**config.mk**
```make
export PLATFORM = sky130hd
export DESIGN_NAME = vga_timing_ctrl
export DESIGN_NICKNAME = d
export VERILOG_FILES = /design/src/rtl/vga_timing_ctrl.sv
export SDC_FILE = /design/constraint.sdc
export NUM_CORES = 1
export LEC_CHECK = 0
export ABC_AREA = 1
export BUFFER_PORTS_ARGS = -buffer_cell sky130_fd_sc_hd__buf_2
export CORE_MARGIN = 5
export CORE_UTILIZATION = 50
export CTS_CLUSTER_SIZE = 40
export DETAILED_ROUTE_END_ITERATION = 12
export GPL_TIMING_DRIVEN = 1
export PLACE_DENSITY = 0.76
export SLEW_MARGIN = 20
export SYNTH_ARGS = -nofsm -noshare
export SYNTH_HDL_FRONTEND = slang
export SYNTH_SLANG_ARGS = --single-unit
```
**constraint.sdc**
```tcl
create_clock -name clk -period 2.85 [get_ports clk]
set_input_delay 0.285 -clock clk [delete_from_list [all_inputs] [get_ports clk]]
set_output_delay 0.285 -clock clk [all_outputs]
set_load 0.02 [all_outputs]
```
**src/rtl/vga_timing_ctrl.sv**
```systemverilog
// rtl/vga_timing_ctrl.sv - VGA raster timing generator with pixel-clock divider
// All outputs are registered from next-state values so they align with hCount/vCount.
module vga_timing_ctrl #(
   parameter int H_SYNC  = 96,
   parameter int H_BP    = 48,
   parameter int H_ACT   = 640,
   parameter int H_FP    = 16,
   parameter int V_SYNC  = 2,
   parameter int V_BP    = 33,
   parameter int V_ACT   = 480,
   parameter int V_FP    = 10,
   parameter int CLK_DIV = 2
) (
   input  logic       clk,
   input  logic       rst_n,
   input  logic       en,
   output logic [9:0] hCount,
   output logic [9:0] vCount,
   output logic       hsync,
   output logic       vsync,
   output logic       video_on,
   output logic [9:0] pixel_x,
   output logic [9:0] pixel_y,
   output logic       pix_tick,
   output logic       line_start,
   output logic       frame_start
);

   localparam int         H_TOT       = H_SYNC + H_BP + H_ACT + H_FP;
   localparam int         V_TOT       = V_SYNC + V_BP + V_ACT + V_FP;
   localparam logic [9:0] H_LAST      = 10'(H_TOT - 1);
   localparam logic [9:0] H_BP_START  = 10'(H_SYNC);
   localparam logic [9:0] H_ACT_START = 10'(H_SYNC + H_BP);
   localparam logic [9:0] H_FP_START  = 10'(H_SYNC + H_BP + H_ACT);
   localparam logic [9:0] V_LAST      = 10'(V_TOT - 1);
   localparam logic [9:0] V_BP_START  = 10'(V_SYNC);
   localparam logic [9:0] V_ACT_START = 10'(V_SYNC + V_BP);
   localparam logic [9:0] V_FP_START  = 10'(V_SYNC + V_BP + V_ACT);
   localparam logic [3:0] DIV_LAST    = 4'(CLK_DIV - 1);

   typedef enum logic [1:0] {
      ST_SYNC = 2'd0,
      ST_BP   = 2'd1,
      ST_ACT  = 2'd2,
      ST_FP   = 2'd3
   } state_t;

   logic [3:0] r_div;
   logic [9:0] r_h_cnt;
   logic [9:0] r_v_cnt;
   state_t     r_h_state;
   state_t     r_v_state;
   logic       r_hsync;
   logic       r_vsync;
   logic       r_video_on;
   logic [9:0] r_pixel_x;
   logic [9:0] r_pixel_y;
   logic       r_pix_tick;
   logic       r_line_start;
   logic       r_frame_start;

   logic       w_tick;
   logic       w_h_wrap;
   logic       w_v_wrap;
   logic       w_line_wrap;
   logic [9:0] w_h_nxt;
   logic [9:0] w_v_nxt;
   state_t     w_h_state_nxt;
   state_t     w_v_state_nxt;
   logic       w_video_nxt;
   logic       w_hsync_nxt;
   logic       w_vsync_nxt;
   logic [9:0] w_px_nxt;
   logic [9:0] w_py_nxt;

   always_comb begin
      w_tick      = en && (r_div == DIV_LAST);
      w_h_wrap    = (r_h_cnt == H_LAST);
      w_v_wrap    = (r_v_cnt == V_LAST);
      w_line_wrap = w_tick && w_h_wrap;
      w_h_nxt     = r_h_cnt;
      w_v_nxt     = r_v_cnt;
      if (w_tick) begin
         w_h_nxt = w_h_wrap ? 10'd0 : r_h_cnt + 10'd1;
      end
      if (w_line_wrap) begin
         w_v_nxt = w_v_wrap ? 10'd0 : r_v_cnt + 10'd1;
      end
   end

   always_ff @(posedge clk or negedge rst_n) begin
      if (!rst_n) begin
         r_div   <= 4'd0;
         r_h_cnt <= 10'd0;
         r_v_cnt <= 10'd0;
      end else begin
         if (en) begin
            r_div <= (r_div == DIV_LAST) ? 4'd0 : r_div + 4'd1;
         end
         r_h_cnt <= w_h_nxt;
         r_v_cnt <= w_v_nxt;
      end
   end

   always_ff @(posedge clk or negedge rst_n) begin
      if (!rst_n) begin
         r_h_state <= ST_SYNC;
         r_v_state <= ST_SYNC;
      end else begin
         r_h_state <= w_h_state_nxt;
         r_v_state <= w_v_state_nxt;
      end
   end

   // States only move on the tick whose next count lands on a region boundary.
   always_comb begin
      w_h_state_nxt = r_h_state;
      if (w_tick) begin
         case (r_h_state)
            ST_SYNC: if (w_h_nxt == H_BP_START)  w_h_state_nxt = ST_BP;
            ST_BP:   if (w_h_nxt == H_ACT_START) w_h_state_nxt = ST_ACT;
            ST_ACT:  if (w_h_nxt == H_FP_START)  w_h_state_nxt = ST_FP;
            ST_FP:   if (w_h_nxt == 10'd0)       w_h_state_nxt = ST_SYNC;
            default: w_h_state_nxt = ST_SYNC;
         endcase
      end
      w_v_state_nxt = r_v_state;
      if (w_line_wrap) begin
         case (r_v_state)
            ST_SYNC: if (w_v_nxt == V_BP_START)  w_v_state_nxt = ST_BP;
            ST_BP:   if (w_v_nxt == V_ACT_START) w_v_state_nxt = ST_ACT;
            ST_ACT:  if (w_v_nxt == V_FP_START)  w_v_state_nxt = ST_FP;
            ST_FP:   if (w_v_nxt == 10'd0)       w_v_state_nxt = ST_SYNC;
            default: w_v_state_nxt = ST_SYNC;
         endcase
      end
   end

   always_comb begin
      w_video_nxt = (w_h_state_nxt == ST_ACT) && (w_v_state_nxt == ST_ACT);
      w_hsync_nxt = (w_h_nxt >= H_BP_START);
      w_vsync_nxt = (w_v_nxt >= V_BP_START);
      w_px_nxt    = 10'd0;
      w_py_nxt    = 10'd0;
      if (w_video_nxt) begin
         w_px_nxt = w_h_nxt - H_ACT_START;
         w_py_nxt = w_v_nxt - V_ACT_START;
      end
   end

   always_ff @(posedge clk or negedge rst_n) begin
      if (!rst_n) begin
         r_hsync       <= 1'b0;
         r_vsync       <= 1'b0;
         r_video_on    <= 1'b0;
         r_pixel_x     <= 10'd0;
         r_pixel_y     <= 10'd0;
         r_pix_tick    <= 1'b0;
         r_line_start  <= 1'b0;
         r_frame_start <= 1'b0;
      end else begin
         r_hsync       <= w_hsync_nxt;
         r_vsync       <= w_vsync_nxt;
         r_video_on    <= w_video_nxt;
         r_pixel_x     <= w_px_nxt;
         r_pixel_y     <= w_py_nxt;
         r_pix_tick    <= w_tick;
         r_line_start  <= w_line_wrap;
         r_frame_start <= w_line_wrap && w_v_wrap;
      end
   end

   assign hCount      = r_h_cnt;
   assign vCount      = r_v_cnt;
   assign hsync       = r_hsync;
   assign vsync       = r_vsync;
   assign video_on    = r_video_on;
   assign pixel_x     = r_pixel_x;
   assign pixel_y     = r_pixel_y;
   assign pix_tick    = r_pix_tick;
   assign line_start  = r_line_start;
   assign frame_start = r_frame_start;

endmodule

```
* After elaboration in Yosys (flattened, before gate mapping) *
Index checks and enable logic that the tools add are counted.

word-level totals
  register bits = 54
  bits of input ports = 3
  output and inout port bits = 46
  word-level logic and storage cells = 64

operators by class
  add/subtract/negate cells = 5
  order comparisons = 2
  equality and inequality tests = 17
  mux-type cells = 19
  reduce and logical (&&, ||, !) cells = 8

operator list
  operator                                                                               number
  10-bit two-way mux                                                                     6
  10-bit == test (second input constant)                                                 4
  10-bit by 1-bit adder with 10-bit output (second input constant)                       2
  10-bit zero test                                                                       2
  2-bit two-way mux                                                                      10
  2-bit case mux with 4 select lines                                                     2
  2-bit == test (second input constant)                                                  6
  10-bit by 2-bit == test with 1-bit output (second input constant)                      1
  10-bit by 6-bit == test with 1-bit output (second input constant)                      1
  10-bit by 7-bit == test with 1-bit output (second input constant)                      1
  10-bit by 8-bit == test with 1-bit output (second input constant)                      1
  10-bit by 2-bit greater-or-equal comparator with 1-bit output (second input constant)  1
  10-bit by 7-bit greater-or-equal comparator with 1-bit output (second input constant)  1
  10-bit by 6-bit subtractor with 10-bit output (second input constant)                  1
  10-bit by 8-bit subtractor with 10-bit output (second input constant)                  1
  4-bit by 1-bit adder with 4-bit output (second input constant)                         1
  2-bit by 1-bit == test with 1-bit output (second input constant)                       2
  4-bit by 1-bit == test with 1-bit output (second input constant)                       1
  1-bit logical AND                                                                      4
  2-bit zero test                                                                        2
  4-bit two-way mux                                                                      1

* Longest topological paths before layout *
Gate-level depths: netlist of the first run.

  depth in word-level cells = 11
  gate-level depth with buffers = 21
  gate-level depth less buffers = 20

* Worst setup path after synthesis of the first run *
Ideal clock, no wire load.

  path type = register -> register
  start = register r_h_cnt[0] (netlist: hCount[0])
  end = register r_pixel_y[0] (netlist: pixel_y[0])
  setup time = 0.129 ns
  data arrival time = 2.896 ns
  required time = 2.721 ns
  slack = -0.175 ns
  stages on the path, launching flop included = 22
  buffers on the path = 2
  clock period less this slack = 3.025 ns
  cell sequence = dfrtp_1 -> ha_1 -> nand2_4 -> nor2_4 -> nand3_4 -> nor2_4 -> buf_6 -> nand2_1 -> o21ai_1 -> ha_1 -> nand3_1 -> nor2_1 -> nand2_1 -> nor2_1 -> nand2_1 -> nand2_1 -> nor2_2 -> nor2_1 -> nor2_2 -> nand2_2 -> buf_6 -> nor2_2

on the way
  cells in the longest elaborated chain, start to end = 10
  elaborated cells between the ends (all ways) = 31
  classes of those cells = 2 x add/sub; 9 x eq/ne; 16 x mux; 4 x reduce/logical

RTL lines
  element                                      line  RTL
  start, declared                              49    logic [9:0] r_h_cnt;
  start signal, assigned                       100   r_h_cnt <= w_h_nxt;
  10-bit == test (*)                           78    w_h_wrap = (r_h_cnt == H_LAST);
  1-bit logical AND (*)                        80    w_line_wrap = w_tick && w_h_wrap;
  via w_line_wrap                              65    logic w_line_wrap;
  10-bit two-way mux (*)                       86    if (w_line_wrap) begin
  via w_v_nxt[0]                               67    logic [9:0] w_v_nxt;
  10-bit == test (tied with other cells)       132   ST_ACT: if (w_v_nxt == V_FP_START) w_v_state_nxt = ST_FP;
  2-bit two-way mux, on equally long branches  -
  2-bit case mux with 4 select lines           129   case (r_v_state)
  2-bit two-way mux                            128   if (w_line_wrap) begin
  2-bit == test                                140   w_video_nxt = (w_h_state_nxt == ST_ACT) && (w_v_state_nxt == ST_ACT);
  1-bit logical AND                            140
  10-bit two-way mux (*)                       145   if (w_video_nxt) begin
  via w_py_nxt[0]                              74    logic [9:0] w_py_nxt;
  end signal, assigned                         166   r_pixel_y <= w_py_nxt;
  end, declared                                57    logic [9:0] r_pixel_y;

Mark *: on every way through the listed nets, which the timed path passes. The rest lies on a longest branch.
A chain may end at the register's enable or synchronous reset.

* Final worst setup path of the first run *
  start = register r_h_cnt[1] (netlist: hCount[1])
  end = register r_pixel_y[2] (netlist: pixel_y[2])

on the way
  cells in the longest elaborated chain, start to end = 10
  elaborated cells between the ends (all ways) = 31
  classes of those cells = 2 x add/sub; 9 x eq/ne; 16 x mux; 4 x reduce/logical

RTL lines
  element                                      line
  10-bit == test (*)                           78
  1-bit logical AND (*)                        80
  10-bit two-way mux (*)                       86
  via w_v_nxt[1]                               67
  10-bit == test (tied with other cells)       132
  2-bit two-way mux, on equally long branches  -
  2-bit case mux with 4 select lines           129
  2-bit two-way mux                            128
  2-bit == test                                140
  1-bit logical AND                            140
  10-bit two-way mux (*)                       145
  via w_py_nxt[2]                              74

Marks and branches as above.

==> flow_metrics.py, run 1 <==
metrics = {
    "finish": {
        "finish.utilization": 0.632,
        "regArea_sq_mm": 0.00136,
        "n_antenna_cell": 0,
        "multi_input_area_sq_mm": 0.00171,
        "layout_commonest_cell": "nand2_1",
        "fin_nets": 538,
        "n_fill_cell": 559,
        "final_cell_mix": "nand2_1 (113), inv_1 (62), nor2_1 (59), dfrtp_1 (50), buf_2 (48)",
        "drive_gt1_frac": 0.300,
        "area_delta_synth_final_pct": 22.4,
    },
    "synth": {
        "ys_seq_elements": 54,
        "yosys.area.top_type": "dfrtp_1",
        "synthFlopType": "dfrtp_1",
        "synth_edf_count": 0,
        "async_flop_share": 1.00,
        "yosys.cell_types.count": 27,
        "yosysWarnings": 0,
        "syn-num-nets": 459,
        "synth-seq-area-share": 0.410,
        "synth_area_leaders": "dfrtp_1 (41%), nand2_1 (13%), nor2_1 (7.3%)",
        "synth_top_area_frac": 0.410,
        "netlist_instances": 446,
        "syn_area_per_cell_sq_um": 7.40,
        "syn_area_sq_mm": 0.00330,
    },
    "placed_design": {
        "gp_congestion": 0.962,
        "hpwlAfterDp_um": 6090,
        "io_buffer_count": 48,
    },
    "pwr": {
        "irDropWorstVdd_mv": 0.430,
        "leakage_nw": 2.26,
        "total_power_mw": 2.02,
        "pwr_density_cell_mw_per_mm2": 501,
    },
    "cts": {
        "cts_buffers": 5,
        "h-tree-depth": 2,
        "clk_latency_ps": 300,
        "clock_path_buffers": 2,
        "cts.sinks": 54,
        "path_clk_slew_ps": 90,
        "cts_tree": "yes",
        "root_buffer": "clkbuf_8",
    },
    "timing": {
        "finalMaxSlewViolations": 0,
        "setup_violations": 0,
        "period_minus_slack_ps": 2750,
        "max_slew.worst_pin.slew_ps": 817,
        "hold_viol": 0,
        "holdWs_ps": 65.5,
        "max-slew-margin-rel": 0.455,
        "rsz0062_at_grt": "yes",
        "finClkSkew_ps": 6.76,
        "period_share": 0.966,
        "max_freq_mhz": 363,
    },
    "run_status": {
        "outcome": "completed",
    },
    "worst_setup_path": {
        "critPathArrivalTime_ps": 2960,
        "path_max_fanout": 7,
        "r2r_start": "hCount[1]",
        "ff2ff_setup_slack_ps": 100,
        "criticalPathCategory": "reg2reg",
        "worstReg2RegEnd": "pixel_y[2]",
        "critPathLaunchType": "flop",
        "crit_required_ps": 3050,
        "r2r_cells": 21,
        "endpoint_kind": "flop",
    },
    "die": {
        "chipWidth_um": 91.2,
        "start_util": 0.517,
        "io_pins": 49,
        "dieHeight_um": 91.2,
        "rows": 29,
        "die-area_sq_mm": 0.00832,
        "fp.coreArea_sq_mm": 0.00639,
    },
    "detailed_routing": {
        "first_iter_violations": 265,
        "avgRoutedWirePerCell_um": 14.0,
        "vias": 3127,
        "drt-vias-per-instance": 5.19,
        "firstDrtPassIters": 7,
        "drc": 0,
        "antenna_left": 0,
        "finalWirelength_um": 8430,
    },
    "run": {
        "maxCapViolations": 0,
    },
    "hold_path": {
        "hold_class": "in2async",
    },
    "global_routing": {
        "overflow": 0,
        "grt_pass1_vias": 2949,
        "grt_antenna_before_repair": 0,
        "grt_pass1_wl_um": 13600,
        "grt_max_degree": 38,
        "track_usage": 0.196,
    },
}
## where the power goes
part | internal, mW | total [mW] | switching (mW) | leakage [nW]
clock | 0.175 | 0.415 | 0.240 | 0.0395
sequential | 0.839 | 0.896 | 0.0574 | 0.696
combinational | 0.271 | 0.711 | 0.440 | 1.53
total | 1.29 | 2.02 | 0.736 | 2.26
## what timing repair did
| action | CTS | global route |
|---|---|---|
| resized for setup | 0 | 25 |
| endpoints found under the setup margin | 0 | 21 |
| hold buffers | 0 | 0 |
| endpoints found under the hold margin | 0 | 0 |
| buffers inserted | 0 | 12 |
## Yosys cell counts, types with 2 or more instances
cell,instances
nor2_4,5
xnor2_1,2
nand2_2,4
inv_2,6
nor2_1,64
nor3_1,4
o21ai_1,2
inv_1,63
xor2_1,13
nand3_1,33
dfrtp_1,54
a21oi_1,3
nand2_1,118
buf_6,5
nor2_2,28
nand3_4,2
o21ai_0,6
ha_1,10
buf_2,3
nand4_1,14
## per-stage QoR
step                      std cells  TNS, ps  setup slack (ps)  cell area [sq um]
after floorplan                 446        0              23.4               3310
after global placement          582        0               174               3730
after detailed placement        582        0              49.5               3730
after CTS                       590        0              16.4               3810
after global routing            603    -1550             -96.1               4040
final                           603        0              95.6               4040
## registers in the layout, summed over array words and instances (netlist names), 2 cells and up
signal,cells
hCount,10
pixel_x,10
pixel_y,10
r_div,4
r_h_state,2
r_v_state,2
vCount,10
## cell type report
type                            instances  share of cell area
Timing Repair Buffer                   81               0.132
Multi-Input combinational cell        314               0.424
Inverter                               69              0.0641
Clock buffer                            8              0.0198
Tap cell                               77              0.0239
Sequential cell                        54               0.336
## worst max path at each step
stage	from	to	slack (ps)	cells past startpoint
finish	hCount[1]	pixel_y[2]	100	21
global placement	hCount[0]	pixel_x[9]	170	20
detailed placement	hCount[0]	pixel_y[5]	50	20
global route	hCount[1]	pixel_x[1]	-100	20
CTS	hCount[1]	pixel_y[5]	20	20
floorplan	hCount[0]	pixel_x[1]	20	21
## worst max-delay path, cell delays in order, from the launching register on
cell and delay [ps]:
dfrtp_2 400, ha_4 150, nand2_4 60, nor2_4 150, nand3_4 110, nor2_4 200, nand3_1 100, o21ai_1 190
buf_4 210, inv_1 50, ha_1 170, nand2_1 80, inv_1 40, nand3_1 70, nand2_1 50, nand2_1 80
nor2_2 40, nor2_2 90, nor2_2 50, nand2_2 140, clkbuf_16 190, nor2_2 30
## routing by layer
layer / up-vias / wire [um] / GRT usage
li1: 1519 / - / -
met1: 1483 / 3700 / 0.251
met2: 109 / 4080 / 0.337
met3: 16 / 461 / 0.0339
met4: 0 / 191 / 0.0623
met5: - / 0 / 0
## kinds of logic after synthesis
family / share of synthesized area
compound gates: 0.0239
simple gates: 0.386
fa+ha+maj: 0.0379
buf+inv: 0.102
xor+xnor: 0.0398
flops: 0.410
(Power assumes the default switching activity.)
==> run 2: changes to the inputs <==
- CELL_PAD_IN_SITES_DETAIL_PLACEMENT: unset -> 1
- CELL_PAD_IN_SITES_GLOBAL_PLACEMENT: unset -> 1
- CORE_UTILIZATION: 50 -> 38
- MAX_ROUTING_LAYER: unset -> met4
- PLACE_DENSITY: 0.76 -> 0.79
==> run 2 against run 1 <==
  * Sequential cell count stayed put
  * Routed wire length is 24% higher
  * Combinational power is 5.8% lower
  * Sequential share of layout area is 1.0 points lower
  * Count of clock-buffer cells in the layout is 3 lower
  * The run now ends with setup timing left
  * Critical path type unchanged
  * Final cell count is 6.5% higher
  * Die area is 28% higher
  * Non-clock buffer count is 8 higher
  * Total power is 2.4% higher
  * Worst setup slack worse by 120 ps
==> flow_metrics.py, run 2 (synthesized netlist as in run 1, its figures left out) <==
metrics = {
    "run_status": {
        "outcome": "finished, violations left",
        "violations": "setup timing",
    },
    "run": {
        "maxCapViolations": 0,
    },
    "worst_setup_path": {
        "crit_required_ps": 3060,
        "startpoint": "hCount[1]",
        "criticalPathCategory": "reg2reg",
        "r2r_start": "hCount[1]",
        "slowest_delay_ps": 440,
        "path_max_fanout": 7,
        "crit_family": "simple AND/OR/NAND/NOR gates",
        "endpoint_kind": "flop",
        "critPathArrivalTime_ps": 3090,
        "cpMaxStageDelayCell": "dfrtp_2",
        "path_cells": "ha_4 -> nand2_4 -> nor2_4 -> nand3_4 -> nor2_4 -> nand2_2 -> o21ai_4 -> ha_4 -> nand3_4 -> nor2_4 -> nand2_1 -> nor2_1 -> nand2_1 -> nand2_1 -> nor2_2 -> nor2_1 -> nor2_2 -> nand2_4 -> clkbuf_16 -> nor2_2",
        "critPathLaunchType": "flop",
        "crit_buf_inv": 1,
    },
    "pwr": {
        "p_comb_frac": 0.324,
        "power_frac_seq": 0.448,
        "leakage_nw": 2.32,
        "p_sw_frac": 0.386,
        "p_sw_mw": 0.800,
        "irDropWorstVdd_mv": 0.215,
        "internal_power_mw": 1.27,
        "pwr_density_cell_mw_per_mm2": 497,
        "clkPwrFrac": 0.228,
    },
    "detailed_routing": {
        "finalWirelength_um": 10400,
        "drc": 0,
        "antenna_left": 0,
        "firstDrtPassIters": 4,
        "avgRoutedWirePerCell_um": 16.2,
        "first_iter_violations": 126,
        "drt-vias-per-instance": 4.96,
        "vias": 3183,
    },
    "global_routing": {
        "grt_pass1_wl_um": 15500,
        "grt_max_degree": 23,
        "track_usage": 0.190,
        "overflow": 0,
        "grt_antenna_before_repair": 0,
        "grt_pass1_vias": 3213,
    },
    "die": {
        "dieHeight_um": 103,
        "io_pins": 49,
        "start_util": 0.384,
        "die-area_sq_mm": 0.0106,
        "fp.coreArea_sq_mm": 0.00859,
        "rows": 34,
        "chipWidth_um": 103,
    },
    "finish": {
        "stdcell_count": 642,
        "layout_commonest_cell": "nand2_1",
        "area_delta_synth_final_pct": 26.3,
        "final_cell_mix": "nand2_1 (113), inv_1 (63), nor2_1 (61), dfrtp_1 (50), buf_2 (48)",
        "n_antenna_cell": 0,
        "n_fill_cell": 1135,
        "drive_gt1_frac": 0.315,
        "fin_nets": 546,
        "finish.utilization": 0.485,
    },
    "cts": {
        "h-tree-depth": 2,
        "clk_latency_ps": 310,
        "root_buffer": "clkbuf_8",
        "path_clk_slew_ps": 110,
        "clock_path_buffers": 2,
        "cts.sinks": 54,
        "cts_tree": "yes",
        "cts_buffers": 5,
    },
    "timing": {
        "rsz0062_at_grt": "yes",
        "max_freq_mhz": 348,
        "finalMaxSlewViolations": 0,
        "holdWs_ps": 233,
        "max_slew.worst_pin.slew_ps": 414,
        "finClkSkew_ps": 5.83,
        "period_share": 1.01,
        "finalSetupTns_ps": -184,
        "period_minus_slack_ps": 2880,
        "worst_slack_ps": -27.4,
        "max-slew-margin-rel": 0.724,
        "setup_violations": 14,
        "hold_viol": 0,
    },
    "hold_path": {
        "hold_class": "in2reg",
        "min_from": "en",
    },
    "placed_design": {
        "io_buffer_count": 48,
        "gp_congestion": 0.821,
        "hpwlAfterDp_um": 7410,
        "placed_cells": 613,
    },
}
-- run 2: cell types whose count changed in the layout (fill, tap and decap cells not counted), moves of 2 or more --
cell / before / now
clkbuf_1: 3 / 0
nor2_1: 59 / 61
buf_4: 29 / 36
nor2_2: 32 / 29
-- run 2: worst paths after layout --
kind | end | slack [ps] | cells after the start
min in group asynchronous | pixel_y[4] | 420 | 2
max reg2reg | pixel_y[9] | -30 | 20
max | pixel_y[9] | -30 | 20
min reg2reg | r_div[2] | 520 | 1
min | r_div[0] | 230 | 3
max in group asynchronous | hCount[1] | 1740 | 3
-- run 2: worst min-delay path, cell delays in order --
cell    delay [ps]
buf_2          100
nor2_1          40
nor2_1          90
-- run 2: final cells by class --
cell class,count,area (sq um),area share
clock buffers,5,68.8,0.0165
clock inverters,3,28.8,0.00690
inverters,69,259,0.0621
multi-input cells,314,1730,0.415
flip-flops and latches,54,1360,0.325
well taps,108,135,0.0324
repair buffers,89,592,0.142
-- run 2: through the flow --
step	setup slack [ps]	total power [mW]	instance area [sq um]
finish	-27.4	2.07	4170
global route	-165	2.20	4170
CTS	3.20	2.03	3870
detailed placement	24.6	1.55	3770
global placement	161	1.52	3770
floorplan	23.4	1.33	3310
-- run 2: repair_timing --
action                                 in CTS  in global routing
hold buffers                                1                  0
gates resized for setup                     0                 29
setup endpoints to repair                   0                 21
endpoints found under the hold margin      15                  0
buffers inserted                            0                 19
-- run 2: per-layer routing --
layer  global-route usage  up-vias  routed length, um
met5                    -        -                  0
met4               0.0498        0                202
met3               0.0221       18                228
met2                0.327       56               5420
met1                0.237     1573               4570
li1                     -     1536                  -
-- run 2: power groups by stage --
stage          Combinational, mW  Clock (mW)  Sequential (mW)
2_1_floorplan              0.357           0            0.973
3_3_place_gp               0.593           0            0.928
3_5_place_dp               0.617           0            0.931
4_1_cts                    0.622       0.489            0.919
5_1_grt                    0.738       0.522            0.937
6_report                   0.670       0.473            0.928
==> run 3: changes to the inputs <==
- clock period: 2.85 -> 2.61 ns (I/O delays scaled with it)
==> run 3 against run 2 <==
  * The flow still finishes with violations (setup timing)
  * First-iteration DRC count rose by 30%
  * Register-to-register slack got worse by 50 ps
  * Die area did not move
  * Count of clock-buffer cells in the layout rose by 1
  * Critical path depth did not move
  * Sequential power rose by 9%
  * Total power rose by 18%
  * Non-clock buffer count rose by 36
  * Sequential cell count did not move
  * Fmax rose by 6.9%
  * Final area rose by 8.6%
==> flow_metrics.py, run 3 (synthesized netlist as in run 1, its figures left out) <==
metrics = {
    "pwr": {
        "power_frac_seq": 0.413,
        "p_sw_frac": 0.380,
        "leakage_nw": 2.52,
        "p_sw_mw": 0.928,
        "irDropWorstVdd_mv": 0.237,
        "pwr_density_cell_mw_per_mm2": 540,
        "clkPwrFrac": 0.208,
        "internal_power_mw": 1.51,
        "p_comb_frac": 0.379,
        "total_power_mw": 2.44,
    },
    "timing": {
        "setup_violations": 21,
        "rsz0062_at_grt": "yes",
        "finClkSkew_ps": 11.7,
        "holdWs_ps": 72.6,
        "period_minus_slack_ps": 2690,
        "max-slew-margin-rel": 0.379,
        "worst_slack_ps": -80.5,
        "hold_viol": 0,
        "finalMaxSlewViolations": 0,
        "max_slew.worst_pin.slew_ps": 931,
        "max_freq_mhz": 372,
        "period_share": 1.03,
    },
    "worst_setup_path": {
        "path_max_fanout": 8,
        "path_cells": "inv_1 -> nor2_2 -> nand2_1 -> nor2_2 -> nand3_4 -> buf_4 -> nand2_1 -> nand2_1 -> nor2_4 -> nand2_1 -> inv_1 -> nand3_1 -> nand2_1 -> nand2_1 -> nor2_2 -> nor2_1 -> nor2_2 -> nand2_4 -> buf_6 -> nor2_2",
        "ff2ff_setup_slack_ps": -80,
        "r2r_cells": 20,
        "crit_required_ps": 2870,
        "crit_family": "simple AND/OR/NAND/NOR gates",
        "worstReg2RegEnd": "pixel_y[9]",
        "cp_num_cells": 20,
        "cp-endpoint": "pixel_y[9]",
        "slowest_delay_ps": 430,
        "r2r_start": "hCount[4]",
        "critPathArrivalTime_ps": 2950,
        "startpoint": "hCount[4]",
        "criticalPathCategory": "reg2reg",
        "crit_path_frequent_cell": "nand2_1",
        "cpMaxStageDelayCell": "dfrtp_2",
        "crit_buf_inv": 4,
        "critPathLaunchType": "flop",
        "endpoint_kind": "flop",
    },
    "global_routing": {
        "track_usage": 0.214,
        "overflow": 0,
        "grt_antenna_before_repair": 0,
        "grt_pass1_vias": 3524,
        "grt_max_degree": 41,
        "grt_pass1_wl_um": 17300,
    },
    "detailed_routing": {
        "top_layer": "met4",
        "finalWirelength_um": 11800,
        "route.met2.wl_um": 6230,
        "firstDrtPassIters": 4,
        "drt-vias-per-instance": 5.01,
        "first_iter_violations": 164,
        "drc": 0,
        "antenna_left": 0,
        "vias": 3395,
        "avgRoutedWirePerCell_um": 17.4,
        "met3WireLength_um": 388,
        "met1Wirelength_um": 5010,
    },
    "cts": {
        "path_clk_slew_ps": 100,
        "clock_path_buffers": 2,
        "h-tree-depth": 2,
        "cts_tree": "yes",
        "cts.sinks": 54,
        "clk_latency_ps": 320,
        "cts_buffers": 5,
        "root_buffer": "clkbuf_8",
    },
    "run_status": {
        "outcome": "finished, violations left",
        "violations": "setup timing",
    },
    "finish": {
        "n_fill_cell": 1130,
        "n_antenna_cell": 0,
        "final_cell_mix": "nand2_1 (106), buf_4 (71), inv_1 (59), nor2_1 (55), dfrtp_1 (50)",
        "drive_gt1_frac": 0.393,
        "multi_input_area_sq_mm": 0.00183,
        "fin_nets": 582,
        "stdcell_count": 678,
        "regArea_sq_mm": 0.00136,
        "area_delta_synth_final_pct": 37.2,
        "layout_commonest_cell": "nand2_1",
    },
    "run": {
        "maxCapViolations": 0,
    },
    "hold_path": {
        "hold_class": "in2async",
    },
    "die": {
        "rows": 34,
        "start_util": 0.384,
        "fp.coreArea_sq_mm": 0.00859,
        "io_pins": 49,
        "die-area_sq_mm": 0.0106,
        "chipWidth_um": 103,
        "dieHeight_um": 103,
    },
    "placed_design": {
        "gp_congestion": 0.886,
        "placed_cells": 646,
        "io_buffer_count": 48,
        "hpwlAfterDp_um": 8100,
    },
}
[run 3: cell count changes in the layout (fill, tap and decap cells not counted), sizes merged]
cell,change
clkinvlp,+1
dlygate4sd3,-1
buf,+38
inv,-2
[run 3: what timing repair did]
action	CTS	global route
endpoints found under the setup margin	20	21
buffers inserted	9	15
pin swaps	11	12
resized for setup	22	31
hold buffers	0	0
endpoints found under the hold margin	0	0
[run 3: how the worst min path moves through the flow]
stage	depth (start not counted)	startpoint	endpoint	slack, ps
floorplan	0	rst_n	frame_start	-30
global placement	1	rst_n	vCount[4]	440
detailed placement	1	rst_n	vCount[4]	450
CTS	1	rst_n	pixel_y[7]	110
global route	1	rst_n	vCount[4]	140
finish	1	rst_n	frame_start	70
[run 3: layout make-up]
type,instances,share of cell area
timing repair buffer,125,0.189
tap,108,0.0299
inverter,69,0.0572
multi-input combinational,314,0.404
clock inverter,2,0.00276
clock buffer,6,0.0182
sequential,54,0.300
[run 3: per-layer routing]
metal,GRT usage,vias up
li1,-,1609
met1,0.265,1697
met2,0.374,71
met3,0.0268,18
met4,0.0488,0
met5,-,-
[run 3: power by group through the flow]
stage	Sequential, mW	Clock, mW	Combinational [mW]
after global routing	1.02	0.551	1.00
after floorplan	1.07	0	0.397
after detailed placement	1.02	0	0.758
after global placement	1.01	0	0.730
after CTS	1.00	0.518	0.839
final	1.01	0.508	0.927
[run 3: metrics by stage]
stage	setup TNS [ps]	area (sq um)	setup slack, ps	util
after floorplan	-1770	3350	-94.7	-
after global placement	0	4050	10.8	0.472
after detailed placement	-1180	4050	-70.2	0.472
after CTS	-10.4	4320	-3.97	0.502
after global routing	-4990	4530	-257	0.527
final	-1200	4530	-80.5	0.527
